File: config.mk
export PLATFORM = sky130hd
export DESIGN_NAME = uart_rx_frame
export DESIGN_NICKNAME = d
export VERILOG_FILES = /design/src/rtl/uart_rx_frame_pkg.sv /design/src/rtl/sync_2ff.sv /design/src/rtl/uart_rx_frame.sv
export SDC_FILE = /design/constraint.sdc
export NUM_CORES = 1
export LEC_CHECK = 0
export BUFFER_PORTS_ARGS = -buffer_cell sky130_fd_sc_hd__clkbuf_2
export CORE_AREA = 2 2 68 70
export DETAILED_ROUTE_END_ITERATION = 10
export DIE_AREA = 0 0 70 72
export PLACE_DENSITY = 0.47
export SYNTH_ARGS = -nofsm -noshare
export SYNTH_HDL_FRONTEND = slang
export SYNTH_SLANG_ARGS = --single-unit
File: constraint.sdc
create_clock -name clk -period 3.7 [get_ports clk]
set_clock_uncertainty 0.1 [all_clocks]
set_input_delay 0.925 -clock clk [delete_from_list [all_inputs] [get_ports clk]]
set_output_delay 0.925 -clock clk [all_outputs]
set_load 0.02 [all_outputs]
File: src/rtl/uart_rx_frame_pkg.sv
// Shared UART constants and receiver state encoding (also used by the transmitter).
package uart_pkg;
   localparam int OVERSAMPLE = 16;
   localparam int MID_TICK   = 7;
   localparam int LAST_TICK  = OVERSAMPLE - 1;

   typedef enum logic [2:0] {
      IDLE   = 3'd0,
      START  = 3'd1,
      DATA   = 3'd2,
      STOP   = 3'd3,
      PARITY = 3'd4
   } state_t;
endpackage

File: src/rtl/sync_2ff.sv
// Two-flop synchronizer for a single asynchronous bit, reset to RST_VAL.
module sync_2ff #(
   parameter logic RST_VAL = 1'b1
) (
   input  logic clk,
   input  logic rst,
   input  logic d,
   output logic q
);
   logic r_meta;
   logic r_q;

   always_ff @(posedge clk or negedge rst) begin
      if (!rst) begin
         r_meta <= RST_VAL;
         r_q    <= RST_VAL;
      end else begin
         r_meta <= d;
         r_q    <= r_meta;
      end
   end

   assign q = r_q;
endmodule

File: src/rtl/uart_rx_frame.sv
// 16x-oversampled UART receiver: start/data/stop framing with mid-bit sampling.
// Optional parity stage and parity_err port when UART_RX_PARITY_EN is defined.
module uart_rx_frame
   import uart_pkg::*;
#(
   parameter int DBIT    = 8,
   parameter int SB_TICK = 16,
   parameter int PAR_ODD = 0
) (
   input  logic            clk,
   input  logic            rst,
   input  logic            s_tick,
   input  logic            rx,
   output logic [DBIT-1:0] rx_dout,
   output logic            rx_done_tick,
`ifdef UART_RX_PARITY_EN
   output logic            parity_err,
`endif
   output logic            frame_err
);
   localparam int SW = ($clog2(SB_TICK) > 4) ? $clog2(SB_TICK) : 4;
   localparam int NW = $clog2(DBIT);

   state_t          r_state, w_state_n;
   logic [SW-1:0]   r_s, w_s_n;
   logic [NW-1:0]   r_n, w_n_n;
   logic [DBIT-1:0] r_b, w_b_n;
   logic [DBIT-1:0] r_dout, w_dout_n;
   logic            r_done, w_done_n;
   logic            r_ferr, w_ferr_n;
   logic            w_perr_cur;
   logic            w_perr_pulse;
   logic            w_rxs;

   sync_2ff #(.RST_VAL(1'b1)) u_sync (
      .clk (clk),
      .rst (rst),
      .d   (rx),
      .q   (w_rxs)
   );

`ifdef UART_RX_PARITY_EN
   logic r_perr, w_perr_n;
   logic r_perr_out;
   assign w_perr_cur = r_perr;
`else
   logic w_unused_par;
   assign w_unused_par = PAR_ODD[0];
   assign w_perr_cur   = 1'b0;
`endif

   always_comb begin
      w_state_n    = r_state;
      w_s_n        = r_s;
      w_n_n        = r_n;
      w_b_n        = r_b;
      w_dout_n     = r_dout;
      w_done_n     = 1'b0;
      w_ferr_n     = 1'b0;
      w_perr_pulse = 1'b0;
`ifdef UART_RX_PARITY_EN
      w_perr_n     = r_perr;
`endif
      case (r_state)
         // Level-sensitive start detect: a held-low line counts as a start.
         IDLE: if (!w_rxs) begin
            w_s_n     = '0;
            w_state_n = START;
         end
         START: if (s_tick) begin
            if (r_s == SW'(MID_TICK)) begin
               if (!w_rxs) begin
                  w_s_n     = '0;
                  w_n_n     = '0;
                  w_state_n = DATA;
               end else begin
                  w_state_n = IDLE;
               end
            end else begin
               w_s_n = r_s + 1'b1;
            end
         end
         DATA: if (s_tick) begin
            if (r_s == SW'(LAST_TICK)) begin
               w_s_n = '0;
               w_b_n = {w_rxs, r_b[DBIT-1:1]};
               if (r_n == NW'(DBIT-1)) begin
`ifdef UART_RX_PARITY_EN
                  w_state_n = PARITY;
`else
                  w_state_n = STOP;
`endif
               end else begin
                  w_n_n = r_n + 1'b1;
               end
            end else begin
               w_s_n = r_s + 1'b1;
            end
         end
`ifdef UART_RX_PARITY_EN
         PARITY: if (s_tick) begin
            if (r_s == SW'(LAST_TICK)) begin
               w_perr_n  = ((^r_b) ^ w_rxs) != PAR_ODD[0];
               w_s_n     = '0;
               w_state_n = STOP;
            end else begin
               w_s_n = r_s + 1'b1;
            end
         end
`endif
         STOP: if (s_tick) begin
            if (r_s == SW'(SB_TICK-1)) begin
               if (w_rxs && !w_perr_cur) begin
                  w_dout_n = r_b;
                  w_done_n = 1'b1;
               end
               w_ferr_n     = !w_rxs;
               w_perr_pulse = w_perr_cur;
               w_state_n    = IDLE;
            end else begin
               w_s_n = r_s + 1'b1;
            end
         end
         default: w_state_n = IDLE;
      endcase
   end

   always_ff @(posedge clk or negedge rst) begin
      if (!rst) begin
         r_state <= IDLE;
         r_s     <= '0;
         r_n     <= '0;
         r_b     <= '0;
         r_dout  <= '0;
         r_done  <= 1'b0;
         r_ferr  <= 1'b0;
      end else begin
         r_state <= w_state_n;
         r_s     <= w_s_n;
         r_n     <= w_n_n;
         r_b     <= w_b_n;
         r_dout  <= w_dout_n;
         r_done  <= w_done_n;
         r_ferr  <= w_ferr_n;
      end
   end

`ifdef UART_RX_PARITY_EN
   always_ff @(posedge clk or negedge rst) begin
      if (!rst) begin
         r_perr     <= 1'b0;
         r_perr_out <= 1'b0;
      end else begin
         r_perr     <= w_perr_n;
         r_perr_out <= w_perr_pulse;
      end
   end
   assign parity_err = r_perr_out;
`else
   logic w_unused_pulse;
   assign w_unused_pulse = w_perr_pulse;
`endif

   assign rx_dout      = r_dout;
   assign rx_done_tick = r_done;
   assign frame_err    = r_ferr;
endmodule

## After elaboration in Yosys (flattened, before gate mapping)

Index checks and enable logic that the tools add are counted.

| storage, ports and cells | value |
|---|---|
| bits of input ports | 4 |
| bits in read-only memories | 0 |
| RAM bits | 0 |
| latch bits | 0 |
| flip-flop bits (word level) | 30 |
| memories | 0 |
| word-level logic and storage cells | 69 |
| output and inout port bits | 10 |

| cells by class | value |
|---|---|
| divide/modulo/power cells | 0 |
| order comparisons | 0 |
| shifts and indexed selects | 0 |
| reduce and logical (&&, ||, !) cells | 9 |
| muxes and demuxes | 32 |
| eq/ne operators | 17 |
| $mul | 0 |
| add/subtract/negate cells | 2 |
| bitwise logic cells | 0 |

Operators by type and width:

| kind | number |
|---|---|
| 3-bit 2-to-1 mux | 14 |
| 4-bit 2-to-1 mux | 7 |
| 2-bit != test (second input constant) | 11 |
| 4-bit one-hot mux with 4 select lines | 1 |
| 3-bit one-hot mux with 4 select lines | 1 |
| 8-bit AND reduction | 1 |
| 1-bit 2-to-1 mux | 7 |
| 7-bit AND reduction | 1 |
| 3-bit by 2-bit equality test with 1-bit output (second input constant) | 2 |
| 3-bit one-hot mux with 2 select lines | 1 |
| 5-bit AND reduction | 1 |
| 4-bit by 1-bit adder with 4-bit output (second input constant) | 1 |
| 4-bit by 3-bit equality test with 1-bit output (second input constant) | 1 |
| 4-bit equality test (second input constant) | 1 |
| 4-bit AND reduction | 1 |
| 4-bit nonzero test | 1 |
| 3-bit by 1-bit adder with 3-bit output (second input constant) | 1 |
| 3-bit by 1-bit equality test with 1-bit output (second input constant) | 1 |
| 3-bit equality test (second input constant) | 1 |
| 3-bit logical NOT | 1 |
| 3-bit AND reduction | 1 |
| 2-bit 2-to-1 mux | 1 |
| 2-bit nonzero test | 1 |
| 1-bit logical NOT | 1 |

## Longest topological paths before layout

Gate-level depths: netlist of the first run.

| depth | value |
|---|---|
| word-level depth | 5 |
| depth in mapped cells | 7 |
| gate-level depth less buffers | 6 |

## By module

From an unflattened synthesis of the first run, not the netlist that was laid out.

| second synthesis, totals | value |
|---|---|
| cell total of the unflattened synthesis | 118 |
| area, all modules | 1450.1 µm² |

By module, submodules not included:

| module | cells an instance | area an instance (µm²) | sequential area each (µm²) | instances |
|---|---|---|---|---|
| uart_rx_frame | 116 | 1397.6 | 675.6 | 1 |
| sync_2ff | 2 | 52.6 | 52.6 | 1 |

## Least setup slack after synthesis of the first run

OpenSTA, ideal clock, no wires.

| timing path | value |
|---|---|
| path type | in2reg |
| start point | in s_tick |
| end point | reg r_s[0] |
| data arrival time | 1.794 ns |
| buffers on the path | 1 |
| stages | 4 |
| slack | 1.729 ns |
| required time | 3.524 ns |
| cell sequence | clkbuf_1 -> o2bb2ai_1 -> or4_1 -> o21ai_1 |

| between the ends | value |
|---|---|
| cells in the longest elaborated chain, start to end | 2 |
| elaborated cells on any way between the ends | 4 |
| those cells by class | 3 x eq/ne; 1 x reduce/logical |

Ends and longest elaborated chain:

| what | RTL line | RTL |
|---|---|---|
| start, declared | uart_rx_frame.sv:12 | `input logic s_tick,` |
| 2-bit != test (no source line) | n/a |  |
| 5-bit AND reduction (no source line) * | n/a |  |
| end signal, assigned | uart_rx_frame.sv:139 | `r_s <= w_s_n;` |
| end, declared | uart_rx_frame.sv:25 | `logic [SW-1:0] r_s, w_s_n;` |

Mark *: on every way between the ends. The rest lies on a longest branch, timed or not.
A chain may end at the register's enable or synchronous reset.

## Worst setup path after layout of the first run

| timing path | value |
|---|---|
| start point | reg r_state[0] |
| end point | reg r_s[0] |

| between the ends | value |
|---|---|
| cells in the longest elaborated chain, start to end | 3 |
| elaborated cells on any way between the ends | 11 |
| those cells by class | 7 x eq/ne; 1 x mux; 3 x reduce/logical |

Ends and longest elaborated chain:

| what | RTL line | RTL |
|---|---|---|
| start, declared | uart_rx_frame.sv:24 | `state_t r_state, w_state_n;` |
| start signal, assigned | uart_rx_frame.sv:138 | `r_state <= w_state_n;` |
| 3-bit by 2-bit equality test with 1-bit output (tied with other cells) | uart_rx_frame.sv:64 | `case (r_state)` |
| 4-bit nonzero test (no source line) / 2-bit != test (equally long branches) | n/a |  |
| 5-bit AND reduction (no source line) | n/a |  |

Parallel ways exist; a longest one is shown, timed or not.

==> results of run 1 <==
-- layout make-up --
class | count | area, um^2 | share of cell area (%)
Clock buffer | 6 | 82.58 | 5.104
Clock inverter | 2 | 37.54 | 2.320
Inverter | 8 | 30.03 | 1.856
Multi-Input combinational cell | 69 | 609.3 | 37.66
Sequential cell | 29 | 728.2 | 45.01
Tap cell | 52 | 65.06 | 4.022
Timing Repair Buffer | 13 | 65.06 | 4.022
-- how the worst max path moves through the flow --
stage                     cells past startpoint     end        from
after floorplan                               4  r_s[0]      s_tick
after global placement                        6  r_s[0]  r_state[0]
after detailed placement                      6  r_s[0]  r_state[0]
after CTS                                     6  r_s[0]  r_state[0]
after global routing                          6  r_s[0]  r_state[0]
final                                         6  r_s[0]  r_state[0]
-- placed cells by master (no fill, tap or decap), types with 2 or more instances in the layout --
master	instances
a21oi_1	3
clkbuf_2	13
clkbuf_8	6
dfrtp_1	27
dfstp_2	2
ha_1	9
inv_1	8
mux2_2	17
mux2i_1	3
nand2_1	5
nand3_1	3
nor2_1	2
nor2b_1	2
o2bb2ai_1	3
-- metrics by stage --
stage          instance area, um^2  total power [uW]
2_1_floorplan                 1381             596.9
3_3_place_gp                  1498             655.5
3_5_place_dp                  1498             660.0
4_1_cts                       1618              1012
5_1_grt                       1618              1064
6_report                      1618              1000
-- critical path, stage by stage, from the launching register on --
cell and delay [ns]:
dfrtp_1 0.42, inv_1 0.11, ha_1 0.35, nor3_2 0.35, o2bb2ai_1 0.18, or4_1 0.48, o21ai_1 0.08
-- synthesized netlist by cell type, types with 2 or more instances --
cell,instances
a21oi_1,3
mux2i_1,3
inv_1,8
nand2_1,5
buf_2,2
ha_1,9
nand3_1,3
dfstp_2,2
o2bb2ai_1,3
mux2_2,17
nor2b_1,2
dfrtp_1,27
nor2_1,2
-- power breakdown --
group	leakage [uW]	internal, uW	total [uW]	switching [uW]
logic	0.000409	115	273	158
registers	0.000382	347	380	33.7
clock network	0.0000574	219	347	128
total	0.000848	681	1000	320
-- cell families (layout without fill, tap and decap cells) --
logic type	count (synthesis)	count (layout)	synth area share, %
DFF	29	29	52.72
muxes	20	20	16.03
adders and majority gates	9	9	8.152
xor gates and xnor gates	1	1	0.6342
AOI/OAI and AO/OA	17	17	9.150
and+or+nand+nor	22	22	10.15
buffers and inverters	11	29	3.170
-- metal layers --
layer | vias to the layer above | GRT usage (%) | part of all wire (%)
li1 | 422 | - | -
met5 | - | 0 | 0
met1 | 425 | 13.60 | 47
met3 | 7 | 3.333 | 3.4
met2 | 14 | 19.05 | 47
met4 | 0 | 7.051 | 2.5
-- state kept, by name, indices dropped and copies added, names as in the netlist --
register,count
r_b,8
rx_dout,8
r_s,4
r_n,3
r_state,2
frame_err,1
rx_done_tick,1
u_sync.q,1
u_sync.r_meta,1
==> run_results.csv, run 1 <==
group,metric,value,unit
detailed_routing,routed_wl,2492,um
die,io_pins,14,
worst_hold_path,hold_class,"reg -> reg",
timing,period_share,57.81,%
setup_path,cp_max_fo,11,
logic_synthesis,ys_ff_latch,29,
detailed_routing,drc,0,
power,powerDensity,618.3,mW/mm^2
setup_path,rrSetupSlack,1.56,ns
timing,timing.hold.ws,0.2559,ns
clock_network,cts_setup_buffers,0,
timing,setup_violations,0,
logic_synthesis,synth_ff_type,"dfrtp_1",
timing,slew_headroom,51.29,%
setup_path,crit_arrival,2.25,ns
logic_synthesis,syn_inst,109,
logic_synthesis,synth_edf_count,0,
logic_synthesis,syn_avg_cell_area,12.67,um^2
cells_and_area,diodes,0,
detailed_routing,vias,868,
worst_hold_path,min_to,"u_sync.q",
setup_path,cp-end-kind,"register",
clock_network,htreeDepth,2,
global_routing,grt_overflow_total,0,
timing,finalHoldViolations,0,
clock_network,holdBufCountCts,0,
logic_synthesis,syn_area,0.001381,mm^2
run_status,status,"finished, final reports clean",
logic_synthesis,synth.top_cell.area_share,48.91,%
logic_synthesis,synthTopCellsByArea,"dfrtp_1 (49%), mux2_2 (14%), ha_1 (8.2%)",
power,ir_drop,0.2113,mV
die,die-area,0.005040,mm^2
run,maxCapViolCount,0,
detailed_routing,via_per_inst,4.849,
logic_synthesis,ys_seq_area_share,52.72,%
cells_and_area,stdcell_count,179,
logic_synthesis,ys_warn_count,0,
timing,max_freq,467.5,MHz
setup_path,r2r-end,"r_s[0]",
timing,min_period,2.139,ns
cells_and_area,drive_gt1_share,35.43,%
timing,finalWorstSetupSlack,1.561,ns
setup_path,cp-start-kind,"register",
die,row_count,24,
place,hpwl,1762,um
logic_synthesis,synth.largest_area_cell,"dfrtp_1",
die,die_w,70,um
setup_path,path_class,"reg -> reg",
global_routing,track_usage,11.62,%
detailed_routing,ant_nets,0,
die,die_height,72,um
power,p_leak,0.0008478,uW
timing,rsz0062_at_grt,"false",
setup_path,r2r_start,"r_state[0]",
cells_and_area,fin_util,37.94,%
clock_network,clockBufferDepth,2,
logic_synthesis,synth_nets,122,
cells_and_area,fin_nets,139,
cells_and_area,fill_cells,427,
timing,worstMarginPinSlew,0.7307,ns
clock_network,root_buffer,"clkbuf_8",
global_routing,grt_max_degree,30,
die,initial_utilization,32.39,%
setup_path,required,3.81,ns
place,gp_congestion,0.7151,
place,port_buffers,13,
global_routing,grt_pass1_wl,4450,um
worst_hold_path,hp-start,"u_sync.r_meta",
place,pre_cts_ws,1.578,ns
logic_synthesis,synthArstFlopShare,100.0,%
clock_network,cts_buffers,5,
logic_synthesis,yosys.cell_types.count,36,
cells_and_area,areaGrowthSynthToFinish,17.12,%
detailed_routing,wl_per_cell,13.92,um
clock_network,cts_resized,0,
worst_hold_path,min_path_cells,0,
timing,maxSlewViolCount,0,
setup_path,ff2ff_path_depth,6,
clock_network,clk_pin_slew,0.07,ns
global_routing,antenna_found_initial,0,
clock_network,clock_latency,0.29,ns
global_routing,grt_pass1_vias,950,
clock_network,cts_sinks,29,
detailed_routing,first_pass_iters,4,
place,dp.cells,171,
die,coreArea,0.004264,mm^2
detailed_routing,drt_iter0_drc,49,
clock_network,cts_tree,"yes",
timing,fin_setup_tns,0,ns
Power figures use the tool's default switching activity.
==> inputs of run 2 (changes only) <==
Settings changed: PLACE_DENSITY 0.47 to 0.48.
Clock period 3.7 ns to 1.9 ns, I/O delays scaled along.
==> run_results.csv, run 2 (synthesized netlist as in run 1, its figures left out) <==
group,metric,value,unit
detailed_routing,ant_nets,0,
setup_path,cp-end-kind,"register",
setup_path,required,2.00,ns
timing,setup_violations,0,
timing,worstMarginPinSlew,0.3703,ns
clock_network,htreeDepth,2,
place,port_buffers,13,
die,initial_utilization,32.39,%
cells_and_area,areaGrowthSynthToFinish,26.99,%
setup_path,path_class,"reg -> reg",
setup_path,cp-start-kind,"register",
timing,finalHoldViolations,0,
die,die_height,72,um
global_routing,antenna_found_initial,0,
cells_and_area,layout_commonest_cell,"dfrtp_1",
setup_path,crit_arrival,1.93,ns
run_status,status,"finished, final reports clean",
global_routing,grt_pass1_wl,4712,um
cells_and_area,diodes,0,
global_routing,track_usage,11.91,%
timing,finalWorstSetupSlack,0.07582,ns
cells_and_area,drive_gt1_share,46.04,%
global_routing,grt_max_degree,30,
die,die-area,0.005040,mm^2
cells_and_area,fin_util,41.14,%
die,row_count,24,
power,powerDensity,1258,mW/mm^2
global_routing,grt_overflow_total,0,
setup_path,crit_chain,"inv_2 > ha_4 > and4b_2 > a211o_1 > or4_1 > o21ai_1",
die,io_pins,14,
place,pre_cts_ws,-0.03591,ns
detailed_routing,vias,946,
cells_and_area,fill_cells,406,
detailed_routing,routed_wl,2698,um
detailed_routing,wl_per_cell,14.13,um
detailed_routing,drc,0,
place,gp_congestion,0.8073,
clock_network,root_buffer,"clkbuf_8",
timing,maxSlewViolCount,0,
cells_and_area,final_cell_mix,"dfrtp_1 (26), mux2_2 (17), clkbuf_2 (13)",
power,ir_drop,0.3721,mV
clock_network,cts_tree,"yes",
detailed_routing,first_pass_iters,4,
timing,max_freq,548.2,MHz
die,die_w,70,um
timing,rsz0062_at_grt,"false",
clock_network,clk_pin_slew,0.06,ns
setup_path,cp_slowest_cell,"or4_1",
clock_network,cts_buffers,5,
worst_hold_path,hold_class,"in -> async",
power,p_leak,0.0009073,uW
detailed_routing,drt_iter0_drc,24,
setup_path,cp_max_fo,4,
setup_path,cpPeakStageDelay,0.40,ns
clock_network,clock_latency,0.28,ns
die,coreArea,0.004264,mm^2
setup_path,crit_start,"r_state[1]",
timing,slew_headroom,75.31,%
global_routing,grt_pass1_vias,990,
run,maxCapViolCount,0,
timing,period_share,96.01,%
clock_network,cts_sinks,29,
clock_network,clockBufferDepth,2,
timing,min_period,1.824,ns
timing,timing.hold.ws,0.09237,ns
setup_path,r2r_start,"r_state[1]",
place,hpwl,1776,um
cells_and_area,fin_nets,151,
detailed_routing,via_per_inst,4.953,
-- run 2: cell types whose count changed in the layout (fill, tap and decap cells not counted), sizes merged --
cell and delta:
clkinvlp -1, buf +12, clkbuf +1
-- run 2: final timing paths --
kind                            endpoint  slack, ns  cells past startpoint
max                               r_s[0]       0.08                      6
min                           r_state[0]       0.09                      2
max reg2reg                       r_s[0]       0.08                      6
min reg2reg                     u_sync.q       0.26                      0
max in group asynchronous  u_sync.r_meta       1.28                      2
min in group clk           u_sync.r_meta       0.18                      1
-- run 2: report_power, final --
group | switching [uW] | internal, uW | total (uW)
Combinational | 401 | 400 | 800
Clock | 231 | 427 | 658
Sequential | 70.0 | 678 | 748
-- run 2: per-stage QoR --
step	TNS (ns)	std cells	cell area, um^2	total power [uW]
finish	0	191	1754	2206
global route	0	191	1754	2341
floorplan	0	109	1381	1162
detailed placement	-0.03591	180	1565	1403
CTS	0	190	1699	2104
global placement	0	180	1565	1386
-- run 2: cell type report --
class                   instances  area, um^2  area share [%]
clock inverters                 1       30.03           1.712
multi-input cells              69       658.1           37.52
well taps                      52       65.06           3.709
clock buffers                   7       86.33           4.922
inverters                       8       30.03           1.712
repair buffers                 25       155.1           8.845
flip-flops and latches         29       729.5           41.58
-- run 2: repair_timing --
| action | CTS | global route |
|---|---|---|
| pin swaps | 0 | 1 |
| hold buffers | 0 | 0 |
| setup buffers | 2 | 1 |
| endpoints found under the setup margin | 2 | 22 |
| gates resized for setup | 1 | 10 |
-- run 2: critical path, delay by kind of cell, from the launching register on --
kind,cells,cell delay (ns)
buffers and inverters,1,0.08
AOI/OAI and AO/OA,2,0.40
adders and majority gates,1,0.16
DFF,1,0.39
and+or+nand+nor,2,0.63
-- run 2: layer usage --
| metal | vias to the layer above | wire (um) | track usage, % |
|---|---|---|---|
| li1 | 449 | - | - |
| met1 | 467 | 1232 | 14.37 |
| met2 | 23 | 1279 | 18.84 |
| met3 | 7 | 121 | 4.306 |
| met4 | 0 | 65 | 6.197 |
| met5 | - | 0 | 0 |
==> inputs of run 3 (changes only) <==
Settings changed: BUFFER_PORTS_ARGS -buffer_cell sky130_fd_sc_hd__clkbuf_2 to unset, CELL_PAD_IN_SITES_DETAIL_PLACEMENT set to 0, CELL_PAD_IN_SITES_GLOBAL_PLACEMENT set to 1, DONT_BUFFER_PORTS set to 1, PLACE_DENSITY 0.48 to 0.54.
==> run_results.csv, run 3 (synthesized netlist as in run 1, its figures left out) <==
group,metric,value,unit
clock_network,cts_sinks,29,
setup_path,required,2.00,ns
place,gp_congestion,0.8307,
detailed_routing,wl_per_cell,13.97,um
timing,slew_headroom,77.46,%
setup_path,rrSetupSlack,0.06,ns
timing,period_share,96.97,%
clock_network,clock_latency,0.27,ns
die,die_w,70,um
clock_network,cts_buffers,5,
setup_path,cp-end-kind,"register",
global_routing,grt_pass1_wl,4284,um
setup_path,cp-start-kind,"register",
cells_and_area,layout_commonest_cell,"dfrtp_1",
detailed_routing,first_pass_iters,4,
timing,fin_setup_tns,0,ns
power,p_leak,0.0008571,uW
worst_hold_path,min_path_cells,0,
timing,max_freq,542.8,MHz
setup_path,cpPeakStageDelay,0.41,ns
setup_path,cp_slowest_cell,"dfrtp_1",
place,pre_cts_ws,-0.02772,ns
run_status,status,"finished, final reports clean",
worst_hold_path,min_to,"u_sync.r_meta",
timing,finalWorstSetupSlack,0.05765,ns
global_routing,antenna_found_initial,0,
die,coreArea,0.004264,mm^2
timing,setup_violations,0,
power,powerDensity,1216,mW/mm^2
timing,min_period,1.842,ns
detailed_routing,vias,880,
global_routing,grt_overflow_total,0,
cells_and_area,fin_util,39.91,%
clock_network,root_buffer,"clkbuf_8",
cells_and_area,stdcell_count,179,
clock_network,clockBufferDepth,2,
clock_network,cts_tree,"yes",
detailed_routing,route.met2.wl,1153,um
setup_path,crit_chain,"ha_2 > and3b_1 > a211o_1 > or4_1 > o21ai_1",
run,maxCapViolCount,0,
setup_path,path_class,"reg -> reg",
setup_path,cp_max_fo,6,
cells_and_area,areaGrowthSynthToFinish,23.19,%
power,ir_drop,0.5076,mV
timing,finalHoldViolations,0,
die,io_pins,14,
worst_hold_path,hold_class,"in -> reg",
setup_path,r2r_start,"r_s[0]",
global_routing,grt_pass1_vias,921,
setup_path,crit_arrival,1.94,ns
timing,worstMarginPinSlew,0.3373,ns
clock_network,htreeDepth,2,
global_routing,track_usage,10.85,%
setup_path,cp_top_family,"simple AND/OR/NAND/NOR gates",
place,dp.cells,168,
timing,maxSlewViolCount,0,
cells_and_area,drive_gt1_share,40.16,%
cells_and_area,diodes,0,
cells_and_area,fin_nets,139,
die,row_count,24,
setup_path,ff2ff_path_depth,5,
clock_network,clk_pin_slew,0.06,ns
cells_and_area,final_cell_area,0.001702,mm^2
detailed_routing,drt_iter0_drc,56,
worst_hold_path,hp-start,"rx",
place,port_buffers,0,
detailed_routing,routed_wl,2501,um
detailed_routing,wl_met1,1188,um
die,die_height,72,um
place,dpl_cell_area,0.001520,mm^2
detailed_routing,routed-wl-met3,146,um
cells_and_area,fill_cells,430,
die,initial_utilization,32.39,%
global_routing,grt_max_degree,30,
detailed_routing,drc,0,
place,hpwl,1777,um
setup_path,r2r-end,"r_s[0]",
setup_path,critical_path_buf_inv_count,0,
die,die-area,0.005040,mm^2
detailed_routing,via_per_inst,4.916,
detailed_routing,ant_nets,0,
cells_and_area,final_cell_mix,"dfrtp_1 (25), mux2_2 (17), buf_4 (10)",
detailed_routing,highest-signal-layer,"met4",
==> run 3: layout make-up <==
class                      count  area, um^2  share of cell area (%)
clock buffer                   7       96.34                   5.662
clock inverter                 1       5.005                  0.2941
inverter                       8       30.03                   1.765
multi-input combinational     69       649.4                   38.16
sequential                    29       730.7                   42.94
tap                           52       65.06                   3.824
timing repair buffer          13       125.1                   7.353
==> run 3: per-layer routing <==
metal	track usage, %	vias to the layer above
li1	-	422
met1	13.44	437
met2	17.04	19
met3	4.722	2
met4	3.846	0
met5	0	-
==> run 3: metrics by stage <==
stage               hold slack [ns]  power [uW]
floorplan                   0.07941        1162
global placement            0.08042        1388
detailed placement          0.08042        1402
CTS                         0.08462        2033
global route                0.07750        2206
finish                      0.09910        2069
==> run 3: timing repair <==
item                       in CTS  in global routing
buffers inserted                0                  1
setup endpoints to repair       1                 14
hold buffers                    2                  0
hold endpoints to repair       29                  0
gates resized for setup         5                  5
pin swaps                       0                  2
==> run 3: worst max-delay path by stage <==
stage,startpoint,end,slack [ns],cells past startpoint
after floorplan,r_state[1],r_s[0],0.01,6
after global placement,r_s[0],r_s[0],0.002,5
after detailed placement,r_state[1],r_s[0],-0.03,6
after CTS,r_s[0],r_s[0],0.0005,5
after global routing,r_state[0],r_s[0],-0.008,7
final,r_s[0],r_s[0],0.06,5
==> run 3: where the power goes <==
| group | internal (uW) | switching (uW) | total [uW] |
|---|---|---|---|
| logic | 394 | 373 | 767 |
| clock network | 327 | 221 | 548 |
| registers | 680 | 74.3 | 755 |
| total | 1400 | 668 | 2070 |
==> run 3: worst reg2reg max path, cell delays in order, from the launching register on <==
cell     delay [ns]
dfrtp_1        0.41
ha_2           0.24
and3b_1        0.21
a211o_1        0.34
or4_1          0.40
o21ai_1        0.08
